`config.mk`:
```
export PLATFORM = sky130hd
export DESIGN_NAME = fb_swap_ctrl
export DESIGN_NICKNAME = d
export VERILOG_FILES = /design/src/rtl/fb_pkg.sv /design/src/rtl/fb_addr_gen.sv /design/src/rtl/fb_swap_ctrl.sv
export SDC_FILE = /design/constraint.sdc
export NUM_CORES = 1
export LEC_CHECK = 0
export CAP_MARGIN = 20
export CELL_PAD_IN_SITES_DETAIL_PLACEMENT = 0
export CELL_PAD_IN_SITES_GLOBAL_PLACEMENT = 1
export CORE_MARGIN = 2
export CORE_UTILIZATION = 39
export DETAILED_ROUTE_END_ITERATION = 6
export GPL_ROUTABILITY_DRIVEN = 0
export PLACE_DENSITY_LB_ADDON = 0.12
export SYNTH_ARGS = -nofsm -noshare
export SYNTH_HDL_FRONTEND = slang
export SYNTH_SLANG_ARGS = --single-unit
```
`constraint.sdc`:
```
create_clock -name clk -period 2.55 [get_ports clk]
set_input_delay 0.255 -clock clk [delete_from_list [all_inputs] [get_ports clk]]
set_output_delay 0.255 -clock clk [all_outputs]
set_load 0.05 [all_outputs]
```
`src/rtl/fb_pkg.sv`:
```
// Shared definitions for the frame-buffer swap controller:
// default frame geometry, address width and the controller state type.
package fb_pkg;

  localparam int FB_W_DEF  = 640;
  localparam int FB_H_DEF  = 480;
  localparam int FB_ADDR_W = 19;

  typedef enum logic [1:0] {
    CLEAR,
    DRAW,
    WAIT_SWAP,
    SWAP
  } fb_state_t;

endpackage

```
`src/rtl/fb_addr_gen.sv`:
```
// Combinational pixel address generator: addr = y*FB_W + x, truncated
// to FB_ADDR_W bits, plus a flag telling whether (x, y) lies on screen.
// For the 640-column frame the multiply becomes two shifts and an add.
module fb_addr_gen
  import fb_pkg::*;
#(
  parameter int FB_W = FB_W_DEF,
  parameter int FB_H = FB_H_DEF
) (
  input  logic signed [10:0]          x,
  input  logic signed [10:0]          y,
  output logic        [FB_ADDR_W-1:0] addr,
  output logic                        in_bounds
);

  logic [FB_ADDR_W-1:0] x_ext;
  logic [FB_ADDR_W-1:0] y_ext;

  // Sign-extend so negative coordinates wrap modulo 2^FB_ADDR_W.
  assign x_ext = {{(FB_ADDR_W-11){x[10]}}, x};
  assign y_ext = {{(FB_ADDR_W-11){y[10]}}, y};

  generate
    if (FB_W == 640) begin : g_w640
      // 640 = 512 + 128
      assign addr = (y_ext << 9) + (y_ext << 7) + x_ext;
    end else begin : g_wgen
      assign addr = y_ext * FB_ADDR_W'(FB_W) + x_ext;
    end
  endgenerate

  assign in_bounds = !x[10] && !y[10] && (int'(x) < FB_W) && (int'(y) < FB_H);

endmodule

```
`src/rtl/fb_swap_ctrl.sv`:
```
// Double-buffer controller: clears the back buffer, accepts drawer
// pixel writes into it, then swaps buffers on the next frame_start.
// Optional macro FB_DROP_CNT_EN enables the missed-swap counter on
// drop_cnt; without it drop_cnt is tied to zero.
//
// state     | meaning
// ----------+----------------------------------------------------
// CLEAR     | back buffer being zeroed, one address per cycle
// DRAW      | drawer requests accepted and written to back buffer
// WAIT_SWAP | frame finished, waiting for frame_start (vblank)
// SWAP      | one cycle: display_sel toggles, clear restarts at 0
module fb_swap_ctrl
  import fb_pkg::*;
#(
  parameter int FB_W = FB_W_DEF,
  parameter int FB_H = FB_H_DEF
) (
  input  logic                        clk,
  input  logic                        reset_n,
  input  logic                        frame_start,
  input  logic                        draw_req,
  input  logic signed [10:0]          draw_x,
  input  logic signed [10:0]          draw_y,
  input  logic                        draw_color,
  input  logic                        draw_done,
  output logic                        draw_ack,
  output logic        [FB_ADDR_W-1:0] wr_addr,
  output logic                        wr_data,
  output logic                        wr_en_fb1,
  output logic                        wr_en_fb2,
  output logic                        display_sel,
  output logic        [7:0]           drop_cnt
);

  localparam logic [FB_ADDR_W-1:0] CLR_LAST = FB_ADDR_W'(FB_W * FB_H - 1);

  fb_state_t            state_q, state_d;
  logic [FB_ADDR_W-1:0] clr_cnt_q, clr_cnt_d;
  logic [FB_ADDR_W-1:0] wr_addr_q, wr_addr_d;
  logic                 wr_data_q, wr_data_d;
  logic                 en1_q, en1_d;
  logic                 en2_q, en2_d;
  logic                 sel_q, sel_d;
  logic                 back_we;
  logic                 accept;
  logic [FB_ADDR_W-1:0] pix_addr;
  logic                 pix_in_bounds;

  fb_addr_gen #(
    .FB_W (FB_W),
    .FB_H (FB_H)
  ) u_addr_gen (
    .x         (draw_x),
    .y         (draw_y),
    .addr      (pix_addr),
    .in_bounds (pix_in_bounds)
  );

  assign accept   = draw_req && (state_q == DRAW);
  assign draw_ack = accept;

  // Next-state and registered-write decode; writes always target the
  // buffer that is not on screen.
  always_comb begin
    state_d   = state_q;
    clr_cnt_d = clr_cnt_q;
    sel_d     = sel_q;
    wr_addr_d = wr_addr_q;
    wr_data_d = wr_data_q;
    back_we   = 1'b0;
    case (state_q)
      CLEAR: begin
        back_we   = 1'b1;
        wr_addr_d = clr_cnt_q;
        wr_data_d = 1'b0;
        if (clr_cnt_q == CLR_LAST) begin
          clr_cnt_d = '0;
          state_d   = DRAW;
        end else begin
          clr_cnt_d = clr_cnt_q + 1'b1;
        end
      end
      DRAW: begin
        // Off-screen requests are acknowledged but never written.
        if (accept && pix_in_bounds) begin
          back_we   = 1'b1;
          wr_addr_d = pix_addr;
          wr_data_d = draw_color;
        end
        if (draw_done) state_d = WAIT_SWAP;
      end
      WAIT_SWAP: begin
        if (frame_start) state_d = SWAP;
      end
      SWAP: begin
        sel_d     = ~sel_q;
        clr_cnt_d = '0;
        state_d   = CLEAR;
      end
      default: begin
        clr_cnt_d = '0;
        state_d   = CLEAR;
      end
    endcase
    en1_d = back_we & sel_q;
    en2_d = back_we & ~sel_q;
  end

  // State and output registers with synchronous active-low reset.
  always_ff @(posedge clk) begin
    if (!reset_n) begin
      state_q   <= CLEAR;
      clr_cnt_q <= '0;
      sel_q     <= 1'b0;
      wr_addr_q <= '0;
      wr_data_q <= 1'b0;
      en1_q     <= 1'b0;
      en2_q     <= 1'b0;
    end else begin
      state_q   <= state_d;
      clr_cnt_q <= clr_cnt_d;
      sel_q     <= sel_d;
      wr_addr_q <= wr_addr_d;
      wr_data_q <= wr_data_d;
      en1_q     <= en1_d;
      en2_q     <= en2_d;
    end
  end

  assign wr_addr     = wr_addr_q;
  assign wr_data     = wr_data_q;
  assign wr_en_fb1   = en1_q;
  assign wr_en_fb2   = en2_q;
  assign display_sel = sel_q;

`ifdef FB_DROP_CNT_EN
  logic [7:0] drop_cnt_q, drop_cnt_d;

  // Count frame_start pulses that arrive before the frame is ready to swap.
  always_comb begin
    drop_cnt_d = drop_cnt_q;
    if (frame_start && (state_q == CLEAR || state_q == DRAW) && (drop_cnt_q != 8'hFF))
      drop_cnt_d = drop_cnt_q + 8'd1;
  end

  // Missed-swap counter register.
  always_ff @(posedge clk) begin
    if (!reset_n) drop_cnt_q <= 8'd0;
    else          drop_cnt_q <= drop_cnt_d;
  end

  assign drop_cnt = drop_cnt_q;
`else
  assign drop_cnt = 8'd0;
`endif

endmodule

```
== Word-level counts from Yosys, hierarchy flattened ==
Index checks and enable logic that the tools add are counted.

* Register bits after elaboration: 44
* Input bits: 28
* Output and inout port bits: 32
* Word-level logic and storage cells: 47

* Add/subtract/negate cells: 3
* Magnitude comparators: 2
* Equality and inequality tests: 8
* Muxes and demuxes: 12
* Bitwise operators: 3
* Reduce and logical (&&, ||, !) cells: 12

{| class="wikitable"
|+ Operators with widths
! operator !! number
|-
| one-hot mux 19 bit (2 select lines) || 2
|-
| adder 19 bit || 2
|-
| two-way mux 19 bit || 2
|-
| adder 19 x 1 -> 19 bit (second input constant) || 1
|-
| == test 19 bit (second input constant) || 1
|-
| < comparator 11 x 10 -> 1 bit (second input constant) || 1
|-
| < comparator 11 bit (second input constant) || 1
|-
| one-hot mux 2 bit (4 select lines) || 1
|-
| two-way mux 2 bit || 3
|-
| inequality test 2 bit (second input constant) || 3
|-
| logical AND 1 bit || 5
|-
| == test 2 bit (second input constant) || 2
|-
| one-hot mux 1 bit (2 select lines) || 2
|-
| nonzero test 2 bit || 2
|-
| AND reduction 3 bit || 1
|-
| bitwise AND 1 bit || 2
|-
| == test 2 x 1 -> 1 bit (second input constant) || 1
|-
| logical NOT 1 bit || 2
|-
| logical NOT 2 bit || 1
|-
| two-way mux 1 bit || 2
|-
| inequality test 2 x 1 -> 1 bit (second input constant) || 1
|-
| AND reduction 2 bit || 1
|-
| inverter 1 bit || 1
|}

== Depth between registers and ports, before layout ==
Gate-level depths: netlist (run 1).

* Depth in word-level cells: 8
* Gate-level depth with buffers: 9
* Depth with buffers taken out: 9

== By module ==
Synthesis (run 1) repeated with hierarchy kept, for this count alone.

* Cell total of the unflattened synthesis: 350
* Area total of the unflattened synthesis: 3001.6 um2

{| class="wikitable"
|+ Modules (own cells, without submodules)
! module !! instances !! cells an instance !! area each (um2) !! sequential area each (um2)
|-
| fb_swap_ctrl || 1 || 268 || 2240.9 || 880.8
|-
| fb_addr_gen || 1 || 82 || 760.7 || 0.0
|}

== Worst setup path before layout (run 1) ==
Ideal clock, no wire load.

* Path kind: input to register
* Start point: input port draw_x[9]
* End point: register wr_addr_q[17], in the netlist wr_addr[17]
* Setup time: 91 ps
* Data arrival time: 2150 ps
* Required time: 2459 ps
* Setup slack: 309 ps
* Stages: 9
* Path buffers: 0
* Cell sequence: inv_1 -> fa_1 -> inv_1 -> ha_1 -> a211oi_1 -> o21bai_1 -> a221oi_1 -> xor2_1 -> a311oi_1

* Cells in the longest elaborated chain, start to end: 6
* Elaborated cells between the ends (all ways): 9
* Those cells by class: 1 x add/sub; 1 x order compare; 1 x eq/ne; 2 x mux; 4 x reduce/logical

{| class="wikitable"
|+ Ends and longest elaborated chain
! element !! line !! text
|-
| start: declaration || fb_swap_ctrl.sv:22 || <nowiki>input logic signed [10:0] draw_x,</nowiki>
|-
| < comparator 11 bit || fb_addr_gen.sv:32 || <nowiki>assign in_bounds = !x[10] && !y[10] && (int'(x) < FB_W) && (int'(y) < FB_H);</nowiki>
|-
| logical AND 1 bit (2 in a row) || fb_addr_gen.sv:32 ||
|-
| logical AND 1 bit || fb_swap_ctrl.sv:85 || <nowiki>if (accept && pix_in_bounds) begin</nowiki>
|-
| inequality test 2 x 1 -> 1 bit (no line) || n/a ||
|-
| AND reduction 2 bit (no line) || n/a ||
|-
| end signal: assignment || fb_swap_ctrl.sv:123 || <nowiki>wr_addr_q <= wr_addr_d;</nowiki>
|-
| end: declaration || fb_swap_ctrl.sv:39 || <nowiki>logic [FB_ADDR_W-1:0] wr_addr_q, wr_addr_d;</nowiki>
|}

Parallel ways exist; a longest one is shown, timed or not. The select of a mux whose other input is x is not followed.
A chain may end at the register's enable or synchronous reset.

== Worst setup path in the final report (run 1) ==
* Start point: input port draw_x[9]
* End point: register wr_addr_q[16], in the netlist wr_addr[16]

The elaborated chain is that of the path after synthesis.

==> flow_summary.json, run 1 <==
{
  "period_needed_ns": 2.47,
  "layout_common_cells": "49 x clkdlybuf4s50_1, 44 x dfxtp_1, 40 x nor2_1",
  "hold_depth": 2,
  "wl_um": 6690,
  "ys_warn_count": 0,
  "ys_seq_area_frac": 0.312,
  "post-route-period-util": 0.967,
  "async_reset_ff_frac": 0,
  "die_x_um": 89.1,
  "initial_core_util": 0.396,
  "r2r-start": "state_q[0]$_SDFFE_PN0P_",
  "required_ns": 2.74,
  "synth_top_family_by_area": "simple AND/OR/NAND/NOR gates",
  "timing.rr.end": "clr_cnt_q[7]$_SDFFE_PN0P_",
  "status": "finished, final reports clean",
  "cap_violations": 0,
  "syn_avg_cell_area_um2": 9.11,
  "cts.path.max_buffers": 2,
  "syn-cell-area_mm2": 0.00282,
  "grt_max_degree": 20,
  "final_layout_size_suffix_gt1_frac": 0.154,
  "netlist_instances": 310,
  "portBuffers": 51,
  "rrSetupSlack_ns": 0.58,
  "ios": 60,
  "end_kind": "register",
  "layout.cells.non_filler": 488,
  "fp.dieH_um": 89.1,
  "ir_drop_v": 0.000354,
  "cts_tree": "done",
  "core_area_mm2": 0.00714,
  "clk_latency_ns": 0.29,
  "crit_fanout": 3,
  "finalSetupTns_ns": 0,
  "ys.flop_type": "dfxtp_1",
  "reg2regPathDepth": 6,
  "holdWs_ns": 0.463,
  "ant_nets": 0,
  "worst_slew_pin_slew_ns": 0.530,
  "min_path_type": "register to register",
  "dp_cells": 479,
  "htreeDepth": 2,
  "critPathLaunchType": "primary input",
  "slew_violations": 0,
  "viasPerCell": 4.88,
  "first_pass_iters": 4,
  "synth-simple-area-share": 0.183,
  "synth_edf_count": 0,
  "layout.nets": 443,
  "hpwl_um": 5250,
  "track_usage": 0.174,
  "dr.first_iter.drc_count": 71,
  "relSlewSlack": 0.646,
  "hp-start": "wr_addr[10]$_SDFFE_PN0P_",
  "areaGrowthSynthToFinish_pct": 33.9,
  "synth_mux_area_frac": 0.0532,
  "fp-row-count": 31,
  "grt_pass1_wl_um": 10800,
  "finalHoldViolations": 0,
  "postLayoutCellArea_mm2": 0.00378,
  "die_area_mm2": 0.00794,
  "vias": 2381,
  "cts_root_buffer": "clkbuf_8",
  "cts_buffers": 5,
  "yosys_register_bits": 44,
  "clock-sinks": 44,
  "synth_xor_area_frac": 0.0930,
  "antenna_found_initial": 0,
  "grt-ovfl-total": 0,
  "path_clk_slew_ns": 0.08,
  "grt_pass1_vias": 2223,
  "antenna_cells": 0,
  "worstPathArrival_ns": 2.66,
  "drc": 0,
  "synth_compound_area_frac": 0.139,
  "dpl-instance-area_mm2": 0.00360,
  "leakage_nw": 1.49,
  "synth.distinct_cells": 51,
  "criticalPathCategory": "primary input to register",
  "fin_skew_ns": 0.00860,
  "finalSetupViolCount": 0,
  "fin_util": 0.530,
  "whs_endpoint": "wr_addr[10]$_SDFFE_PN0P_",
  "timing.fmax_ghz": 0.406,
  "post_drt_wl_per_cell_um": 13.7,
  "layout_commonest_cell": "clkdlybuf4s50_1",
  "p_per_area_mw_per_mm2": 660,
  "synthAdderAreaFrac": 0.146
}
[cell usage after synthesis, types with 2 or more instances]
library cell | number | area share
nand2_1 | 16 | 0.021
clkbuf_1 | 2 | 0.0027
buf_2 | 6 | 0.011
fa_1 | 10 | 0.071
nor2b_1 | 2 | 0.0044
xor2_1 | 16 | 0.050
mux2i_1 | 15 | 0.053
inv_1 | 17 | 0.023
nand2b_1 | 2 | 0.0044
o211ai_1 | 4 | 0.011
a221oi_1 | 3 | 0.0093
a31o_1 | 2 | 0.0062
o21ai_0 | 6 | 0.011
dfxtp_1 | 44 | 0.31
a21o_1 | 4 | 0.011
nand3_1 | 11 | 0.019
a211oi_1 | 11 | 0.029
a2111oi_0 | 2 | 0.0062
nor2_1 | 40 | 0.053
and2_1 | 2 | 0.0044
xnor2_1 | 14 | 0.043
buf_4 | 12 | 0.032
ha_1 | 17 | 0.075
nand4_1 | 8 | 0.018
nor3_1 | 3 | 0.0053
o21ai_1 | 4 | 0.0071
a21oi_1 | 10 | 0.018
and3_1 | 4 | 0.0089
[cell families after synthesis]
family / count (synthesis)
AND/OR/NAND/NOR: 99
AO/OA/AOI/OAI: 56
flip-flops: 44
buffers and inverters: 38
XOR/XNOR: 30
adder cells (fa/ha/maj): 27
multiplexers: 15
other: 1
[flip-flops by register name (all words and copies together), names as in the netlist]
register	cells
display_sel	1
wr_addr	19
state_q	2
clr_cnt_q	19
wr_data	1
wr_en_fb1	1
wr_en_fb2	1
[through the flow]
| step | setup slack [ns] | power [mW] |
|---|---|---|
| final | 0.0844 | 2.50 |
| after global routing | -0.0213 | 2.66 |
| after CTS | 0.00811 | 2.47 |
| after detailed placement | -0.349 | 2.01 |
| after global placement | -0.308 | 2.01 |
| after floorplan | 0.309 | 1.62 |
[layer usage]
metal / wire length [um] / track usage / up-vias
li1: - / - / 1225
met1: 3360 / 0.258 / 1114
met2: 3030 / 0.269 / 38
met3: 260 / 0.0295 / 4
met4: 38 / 0.0326 / 0
met5: 0 / 0 / -
[what timing repair did]
| action | 4_1_cts | 5_1_grt |
|---|---|---|
| pin swaps | 0 | 10 |
| hold buffers | 0 | 0 |
| gates resized for setup | 2 | 15 |
| endpoints found under the setup margin | 3 | 6 |
| buffers inserted | 0 | 1 |
| hold endpoints to repair | 0 | 0 |
[final cells by class]
type / count / area [um2]
clock buffers: 8 / 90.1
fillers: 709 / 3360
inverters: 17 / 63.8
multi-input cells: 235 / 1840
flip-flops and latches: 44 / 881
well taps: 99 / 124
repair buffers: 85 / 786
[worst max path at each step]
stage / to / start / slack (ns) / cells past startpoint
2_1_floorplan: wr_addr[17]$_SDFFE_PN0P_ / draw_x[9] / 0.31 / 9
3_3_place_gp: wr_addr[17]$_SDFFE_PN0P_ / draw_x[9] / -0.31 / 10
3_5_place_dp: wr_addr[17]$_SDFFE_PN0P_ / draw_x[9] / -0.35 / 10
4_1_cts: wr_addr[18]$_SDFFE_PN0P_ / draw_x[10] / 0.008 / 9
5_1_grt: wr_addr[17]$_SDFFE_PN0P_ / draw_x[9] / -0.02 / 10
6_report: wr_addr[16]$_SDFFE_PN0P_ / draw_x[9] / 0.08 / 10
[critical path: stages]
cell and delay [ns]:
clkdlybuf4s50_1 0.47, inv_1 0.06, fa_1 0.55, inv_2 0.06, fa_2 0.34, a21o_1 0.24, a22oi_2 0.25, or3_1 0.15
nand3_1 0.08, a32o_1 0.20
[power breakdown]
group          internal, mW  leakage, nW  switching [mW]
registers             0.772        0.357          0.0628
clock network         0.221       0.0455           0.224
logic                 0.509         1.09           0.706
No activity file was read; power rests on OpenSTA's default activity.
==> inputs of run 2 (changes only) <==
- CORE_UTILIZATION: 39 -> 40
- CTS_BUF_LIST: default -> sky130_fd_sc_hd__clkbuf_4
==> flow_summary.json, run 2 (synthesized netlist as in run 1, its figures left out) <==
{
  "status": "finished, final reports clean",
  "post_drt_wl_per_cell_um": 14.0,
  "slew_violations": 0,
  "min_path_type": "register to register",
  "die_x_um": 88.0,
  "finalSetupViolCount": 0,
  "end_kind": "register",
  "finalHoldViolations": 0,
  "cts.path.max_buffers": 2,
  "layout.nets": 443,
  "clock-sinks": 44,
  "switching_share": 0.419,
  "ir_drop_v": 0.000289,
  "cts_tree": "done",
  "areaGrowthSynthToFinish_pct": 32.3,
  "p_sw_mw": 1.00,
  "dpl-instance-area_mm2": 0.00361,
  "criticalPathCategory": "primary input to register",
  "wl_met2_um": 3070,
  "relSlewSlack": 0.634,
  "layout_commonest_cell": "clkdlybuf4s50_1",
  "wl_met1_um": 3500,
  "core_area_mm2": 0.00683,
  "antenna_found_initial": 0,
  "power_frac_comb": 0.514,
  "p_per_area_mw_per_mm2": 639,
  "routed-wl-met3_um": 182,
  "holdBufCountCts": 0,
  "critPathLaunchType": "primary input",
  "pwr-share-seq": 0.349,
  "fp-row-count": 30,
  "power_mw": 2.39,
  "wl_um": 6790,
  "die_area_mm2": 0.00775,
  "fp.dieH_um": 88.0,
  "dr.first_iter.drc_count": 63,
  "first_pass_iters": 4,
  "postLayoutCellArea_mm2": 0.00374,
  "htreeDepth": 2,
  "fin_skew_ns": 0.0121,
  "grt_max_degree": 20,
  "vias": 2385,
  "ant_nets": 0,
  "p_int_mw": 1.39,
  "grt_pass1_wl_um": 11300,
  "ios": 60,
  "cap_violations": 0,
  "crit_fanout": 8,
  "grt_pass1_vias": 2299,
  "rsz0062_at_grt": "true",
  "top_layer": "met4",
  "post-route-period-util": 0.968,
  "antenna_cells": 0,
  "worst_slew_pin_slew_ns": 0.547,
  "cts_root_buffer": "clkbuf_4",
  "required_ns": 2.82,
  "viasPerCell": 4.92,
  "final_layout_size_suffix_gt1_frac": 0.152,
  "cts_buffers": 5,
  "portBuffers": 51,
  "clk_latency_ns": 0.35,
  "leakage_nw": 1.48,
  "layout_common_cells": "50 x clkdlybuf4s50_1, 44 x dfxtp_1, 40 x nor2_1",
  "clkPwrFrac": 0.136,
  "track_usage": 0.186,
  "drc": 0,
  "timing.fmax_ghz": 0.405,
  "path_clk_slew_ns": 0.13,
  "grt-ovfl-total": 0,
  "period_needed_ns": 2.47,
  "hpwl_um": 5320,
  "initial_core_util": 0.413,
  "worstPathArrival_ns": 2.74
}
## run 2: power groups by stage
stage	Combinational, mW	Sequential, mW	Clock, mW
after detailed placement	1.18	0.853	0
final	1.23	0.834	0.326
after global routing	1.34	0.847	0.367
after floorplan	0.552	1.07	0
after global placement	1.17	0.848	0
after CTS	1.19	0.837	0.336
## run 2: routing by layer
layer / global-route usage / vias to the layer above
met5: 0 / -
met4: 0.0386 / 0
met3: 0.0330 / 5
met2: 0.291 / 32
met1: 0.270 / 1124
li1: - / 1224
## run 2: cell type report
type	count	area, um2
clock inverter	3	13.8
inverter	17	63.8
timing repair buffer	85	801
sequential	44	881
fill	658	3100
multi-input combinational	235	1820
clock buffer	5	37.5
tap	96	120
## run 2: critical path, cell delays in order
cell and delay (ns):
clkdlybuf4s50_1 0.44, buf_12 0.16, fa_1 0.48, ha_1 0.32, a21o_1 0.17, o21bai_2 0.23, a221oi_2 0.33, xor2_1 0.10
a311oi_1 0.25
## run 2: final timing paths
check	to	slack, ns	start	cells after the start
setup / recovery	wr_addr[17]$_SDFFE_PN0P_	0.08	draw_x[10]	9
hold / removal	wr_data$_SDFFE_PN0P_	0.46	wr_data$_SDFFE_PN0P_	2
setup reg to reg	wr_addr[6]$_SDFFE_PN0P_	0.53	state_q[0]$_SDFFE_PN0P_	7
hold reg to reg	wr_data$_SDFFE_PN0P_	0.46	wr_data$_SDFFE_PN0P_	2
## run 2: repair_timing
item                                    4_1_cts  5_1_grt
pin swaps                                     0        8
gates resized for setup                       1       11
setup buffers                                 0        2
endpoints found under the setup margin        1        6
## run 2: through the flow
step | utilization | setup slack (ns) | cells | hold WS [ns] | setup TNS, ns
2_1_floorplan | - | 0.309 | 317 | 0.393 | 0
3_3_place_gp | 0.529 | -0.315 | 475 | 0.441 | -1.73
3_5_place_dp | 0.529 | -0.363 | 475 | 0.444 | -1.98
4_1_cts | 0.538 | 0.0312 | 483 | 0.462 | 0
5_1_grt | 0.547 | -0.0182 | 485 | 0.483 | -0.0289
6_report | 0.547 | 0.0818 | 485 | 0.460 | 0
==> inputs of run 3 (changes only) <==
- CAP_MARGIN: 20 -> 40
==> results of run 3 <==
The final DEF is identical to that of run 2; final timing and power are the same.
